==> src/rtl/sdr_link_token_rx_pkg.sv <==
// sdr_link_token_rx_pkg: shared link defaults and derived counter widths
package sdr_link_token_rx_pkg;

  localparam int unsigned LINK_WIDTH    = 32;
  localparam int unsigned LG_FIFO_DEPTH = 3;
  localparam int unsigned LG_CREDIT_DEC = 0;

  function automatic int unsigned fifo_cnt_w(input int unsigned lg_depth);
    return lg_depth + 1;
  endfunction

  function automatic int unsigned credit_cnt_w(input int unsigned lg_dec);
    return lg_dec + 1;
  endfunction

  localparam int unsigned FIFO_CNT_W   = fifo_cnt_w(LG_FIFO_DEPTH);
  localparam int unsigned CREDIT_CNT_W = credit_cnt_w(LG_CREDIT_DEC);

endpackage

==> src/rtl/sdr_link_rx_fifo.sv <==
// sdr_link_rx_fifo: 1R1W receive buffer with wrapping pointers and occupancy count
module sdr_link_rx_fifo
  import sdr_link_token_rx_pkg::*;
#(
  parameter int unsigned width_p    = LINK_WIDTH,
  parameter int unsigned lg_depth_p = LG_FIFO_DEPTH
) (
  input  logic               clk_i,
  input  logic               reset_n_i,
  input  logic               enq_i,
  input  logic [width_p-1:0] data_i,
  input  logic               deq_i,
  output logic [width_p-1:0] data_o,
  output logic               full_o,
  output logic               empty_o
);

  localparam int unsigned CNT_W = fifo_cnt_w(lg_depth_p);
  localparam int unsigned DEPTH = 1 << lg_depth_p;

  if (lg_depth_p < 1) begin : g_bad_depth
    $error("sdr_link_rx_fifo: lg_depth_p must be >= 1");
  end

  logic [width_p-1:0]    mem_q [DEPTH];
  logic [lg_depth_p-1:0] wr_q, wr_d, rd_q, rd_d;
  logic [CNT_W-1:0]      cnt_q, cnt_d;

  // pointers wrap naturally at the power-of-two depth; count tracks net enq-deq
  always_comb begin
    wr_d  = wr_q + lg_depth_p'(enq_i);
    rd_d  = rd_q + lg_depth_p'(deq_i);
    cnt_d = cnt_q + CNT_W'(enq_i) - CNT_W'(deq_i);
  end

  // pointer and count state, cleared asynchronously
  always_ff @(posedge clk_i or negedge reset_n_i) begin
    if (!reset_n_i) begin
      wr_q  <= '0;
      rd_q  <= '0;
      cnt_q <= '0;
    end else begin
      wr_q  <= wr_d;
      rd_q  <= rd_d;
      cnt_q <= cnt_d;
    end
  end

  // storage needs no reset; stale entries are never visible while empty
  always_ff @(posedge clk_i) begin
    if (enq_i) mem_q[wr_q] <= data_i;
  end

  assign data_o  = mem_q[rd_q];
  assign full_o  = cnt_q == CNT_W'(DEPTH);
  assign empty_o = cnt_q == '0;

endmodule

==> src/rtl/sdr_link_token_rx.sv <==
// sdr_link_token_rx: SDR link receive buffer issuing decimated credit tokens
module sdr_link_token_rx
  import sdr_link_token_rx_pkg::*;
#(
  parameter int unsigned width_p                         = LINK_WIDTH,
  parameter int unsigned lg_fifo_depth_p                 = LG_FIFO_DEPTH,
  parameter int unsigned lg_credit_to_token_decimation_p = LG_CREDIT_DEC
) (
  input  logic                                     core_clk_i,
  input  logic                                     core_reset_n_i,
  input  logic                                     link_v_i,
  input  logic [width_p-1:0]                       link_data_i,
  output logic                                     link_token_o,
  output logic                                     core_v_o,
  output logic [width_p-1:0]                       core_data_o,
  input  logic                                     core_yumi_i,
  output logic                                     overflow_o,
  output logic [lg_credit_to_token_decimation_p:0] credit_count_o
);

  localparam int unsigned CW = credit_cnt_w(lg_credit_to_token_decimation_p);
  localparam logic [CW-1:0] CMAX = CW'((1 << lg_credit_to_token_decimation_p) - 1);

  if (lg_credit_to_token_decimation_p > lg_fifo_depth_p) begin : g_bad_dec
    $error("sdr_link_token_rx: token decimation exceeds FIFO depth");
  end

  logic          full, empty, enq, deq;
  logic          token_q, token_d, ovf_q, ovf_d;
  logic [CW-1:0] credit_q, credit_d;

  sdr_link_rx_fifo #(
    .width_p   (width_p),
    .lg_depth_p(lg_fifo_depth_p)
  ) u_fifo (
    .clk_i    (core_clk_i),
    .reset_n_i(core_reset_n_i),
    .enq_i    (enq),
    .data_i   (link_data_i),
    .deq_i    (deq),
    .data_o   (core_data_o),
    .full_o   (full),
    .empty_o  (empty)
  );

  // a simultaneous dequeue frees the slot, so a full FIFO still accepts the word
  always_comb begin
    deq      = core_yumi_i & ~empty;
    enq      = link_v_i & (~full | deq);
    ovf_d    = ovf_q | (link_v_i & full & ~deq);
    token_d  = deq && credit_q == CMAX;
    credit_d = !deq ? credit_q : token_d ? '0 : credit_q + CW'(1);
  end

  // token, credit and sticky overflow registers
  always_ff @(posedge core_clk_i or negedge core_reset_n_i) begin
    if (!core_reset_n_i) begin
      token_q  <= 1'b0;
      ovf_q    <= 1'b0;
      credit_q <= '0;
    end else begin
      token_q  <= token_d;
      ovf_q    <= ovf_d;
      credit_q <= credit_d;
    end
  end

  // yumi without a valid head is ignored by the datapath; flag it in simulation
  always_ff @(posedge core_clk_i) begin
    if (core_reset_n_i) assert (!core_yumi_i || !empty);
  end

  assign core_v_o       = ~empty;
  assign link_token_o   = token_q;
  assign overflow_o     = ovf_q;
  assign credit_count_o = credit_q;

endmodule

==> config.mk <==
export PLATFORM = sky130hd
export DESIGN_NAME = sdr_link_token_rx
export DESIGN_NICKNAME = d
export VERILOG_FILES = /design/src/rtl/sdr_link_token_rx_pkg.sv /design/src/rtl/sdr_link_rx_fifo.sv /design/src/rtl/sdr_link_token_rx.sv
export SDC_FILE = /design/constraint.sdc
export NUM_CORES = 1
export LEC_CHECK = 0
export ABC_CLOCK_PERIOD_IN_PS = 9950
export CAP_MARGIN = 30
export CELL_PAD_IN_SITES_DETAIL_PLACEMENT = 0
export CELL_PAD_IN_SITES_GLOBAL_PLACEMENT = 1
export CORE_MARGIN = 1.5
export CORE_UTILIZATION = 40
export CTS_CLUSTER_DIAMETER = 40
export DETAILED_ROUTE_END_ITERATION = 6
export HOLD_SLACK_MARGIN = 0.1
export PLACE_DENSITY_LB_ADDON = 0.1
export SYNTH_ARGS = -nofsm -noshare
export SYNTH_HDL_FRONTEND = slang
export SYNTH_SLANG_ARGS = --single-unit
==> constraint.sdc <==
create_clock -name core_clk_i -period 9.95 [get_ports core_clk_i]
set_input_delay 1.4925 -clock core_clk_i [delete_from_list [all_inputs] [get_ports core_clk_i]]
set_output_delay 1.4925 -clock core_clk_i [all_outputs]
set_load 0.02 [all_outputs]
==> impl_metrics.yaml <==
yosys:
  synth_top_area_cell: "edfxtp_1"
  syn_inst: 430
  async_reset_ff_share_pct: 4.83
  syn_nets: 477
  synth_most_common_cell: "edfxtp_1"
  synth_warnings: 0
  ys_top_cells_by_count: "edfxtp_1 (256), mux4_1 (40), mux2_2 (32)"
  synthesis.area_mm2: 0.0105
  synth.area.top_cells: "edfxtp_1 (74%), mux4_1 (10%), mux4_2 (5.2%), mux2_2 (3.4%), dfrtp_1 (3.1%)"
  ys_types: 28
  synth-seq-area-share_pct: 76.6
  synth_flop_cell: "edfxtp_1"
  syn_avg_cell_area_um2: 24.3
  ys_ff_latch: 269
  synth_enable_flop_cells: 256
  synth.top_cell.area_share_pct: 73.5
grt:
  grt_pass1_wl_um: 29900
  grt_pass1_vias: 5006
  track_usage_pct: 15.3
  grt-ovfl-total: 0
  antenna_found_initial: 1
  grt_max_degree: 55
clock_network:
  numCtsBuffers: 36
  cts_root_buf: "clkbuf_16"
  clk_latency_ns: 0.51
  clk_pin_slew_ns: 0.04
  cts_sinks: 269
  clk_path_buf_depth: 3
  cts_hold_buf: 0
  post-cts-setup-buffer-count: 0
  h-tree-depth: 2
  cts_tree: "built"
  cts_resized: 0
place:
  port_buffers: 71
  dpl-instance-area_mm2: 0.0116
  routabilityCongestion: 0.666
  dp_hpwl_um: 10600
setup_path:
  arrival_ns: 3.45
  worst-setup-path-type: "register to primary output"
  critPathRequiredTime_ns: 8.46
  cp-end-kind: "primary output"
  crit_start: "u_fifo.rd_q[0]"
  path_max_fanout: 48
  start_kind: "register"
  r2r-start: "u_fifo.cnt_q[2]"
final_layout:
  drive_above_1_share_pct: 25.7
  multi_input_comb_area_mm2: 0.00232
  fin_area_mm2: 0.0129
  diodes: 0
  n_fill_cell: 2111
  area_delta_synth_final_pct: 23.2
  final_net_count: 583
  register_area_mm2: 0.00802
floorplan:
  dieHeight_um: 165
  core-area_mm2: 0.0258
  fp.dieW_um: 165
  initial_core_util_pct: 40.5
  floorplan.rows: 59
  die-area_mm2: 0.0271
  io_pins: 72
sta:
  tightest_slew_ns: 0.903
  fin_skew_ns: 0.0215
  clock.fmax_ghz: 0.202
  hold_viol: 0
  min_period_ns: 4.94
  relSlewSlack_pct: 39.8
  rsz0062_at_grt: "no"
  fin_setup_tns_ns: 0
  period_share_pct: 49.7
  setup_viol: 0
  drv_slew: 0
routing:
  ant_nets: 0
  dr_wl_met2_um: 9370
  route.met3.wl_um: 889
  drc: 0
  via_per_inst: 5.19
  drtPass1Iterations: 4
  wl_per_cell_um: 22.0
  top_layer_used: "met4"
  vias: 4665
  drt-total-wl_um: 19700
  wl_met1_um: 9040
  drtIter0Drc: 246
pwr:
  ir_worst_vdd_mv: 0.190
  p_per_area_mw_per_mm2: 313
  p_leak_nw: 4.35
job:
  cap_violations: 0
hold_path:
  min_path_type: "register to register"
  worstHoldStart: "credit_count_o"
run_status:
  run_status: "complete, no violations"
## logic make-up after synthesis
family | synth area share, %
AOI/OAI and AO/OA | 0.371
muxes | 18.7
adders and majority gates | 1.39
buffers and inverters | 1.57
xor gates and xnor gates | 0.335
DFF | 76.6
and+or+nand+nor | 1.06
## state kept, by name, summed over array words and instances (netlist names)
signal          cells
u_fifo.mem_q      256
u_fifo.cnt_q        4
u_fifo.rd_q         3
u_fifo.wr_q         3
credit_count_o      1
link_token_o        1
overflow_o          1
## power breakdown
part | internal (mW) | leakage, nW | switching (mW) | total, mW
clock | 0.838 | 0.592 | 0.472 | 1.31
combinational | 0.614 | 1.28 | 0.578 | 1.19
sequential | 1.43 | 2.48 | 0.0978 | 1.53
total | 2.88 | 4.35 | 1.15 | 4.03
## worst paths after layout
kind                                        to  slack [ns]  cells past startpoint
setup / recovery                core_data_o[0]        5.01                      4
hold / removal                    link_token_o        0.46                      1
setup reg to reg           u_fifo.mem_q[5][31]        7.27                      7
hold reg to reg                   link_token_o        0.46                      1
max in group asynchronous       u_fifo.rd_q[0]        8.11                      1
min in group asynchronous           overflow_o        1.38                      1
## layer usage
layer,vias to the layer above,global-route usage (%)
met3,33,3.39
met2,97,24.3
met1,2462,21.0
li1,2073,-
met5,-,0
met4,0,5.16
## metrics by stage
step	util (%)	hold WS [ns]	cells	setup WS, ns	power (mW)
after floorplan	-	0.477	430	4.25	2.32
after global placement	44.9	0.438	831	5.44	2.75
after detailed placement	45.1	0.441	833	5.43	2.77
after CTS	49.9	0.461	899	4.90	4.10
after global routing	49.9	0.494	899	4.82	4.22
final	49.9	0.458	899	5.01	4.03
## critical path: stages, from the launching register on
cell and delay, ns:
dfrtp_4 0.62, buf_4 0.76, mux4_1 0.65, mux2_2 0.32, clkdlybuf4s50_1 0.55
## layout by cell type (no fill, tap or decap), types with 10 or more instances in the layout
cell type and instances:
inv_1 10, edfxtp_1 256, dfrtp_1 10, ha_1 10, clkbuf_16 37, buf_4 14
mux2_2 32, mux4_2 24, mux4_1 40, clkdlybuf4s50_1 71
## area by class of cell
type | instances | share of cell area, %
timing repair buffer | 87 | 6.57
tap | 335 | 3.25
clock inverter | 21 | 2.00
sequential | 269 | 62.2
inverter | 10 | 0.291
multi-input combinational | 132 | 18.0
clock buffer | 45 | 7.65
No activity file was read; power rests on OpenSTA's default activity.
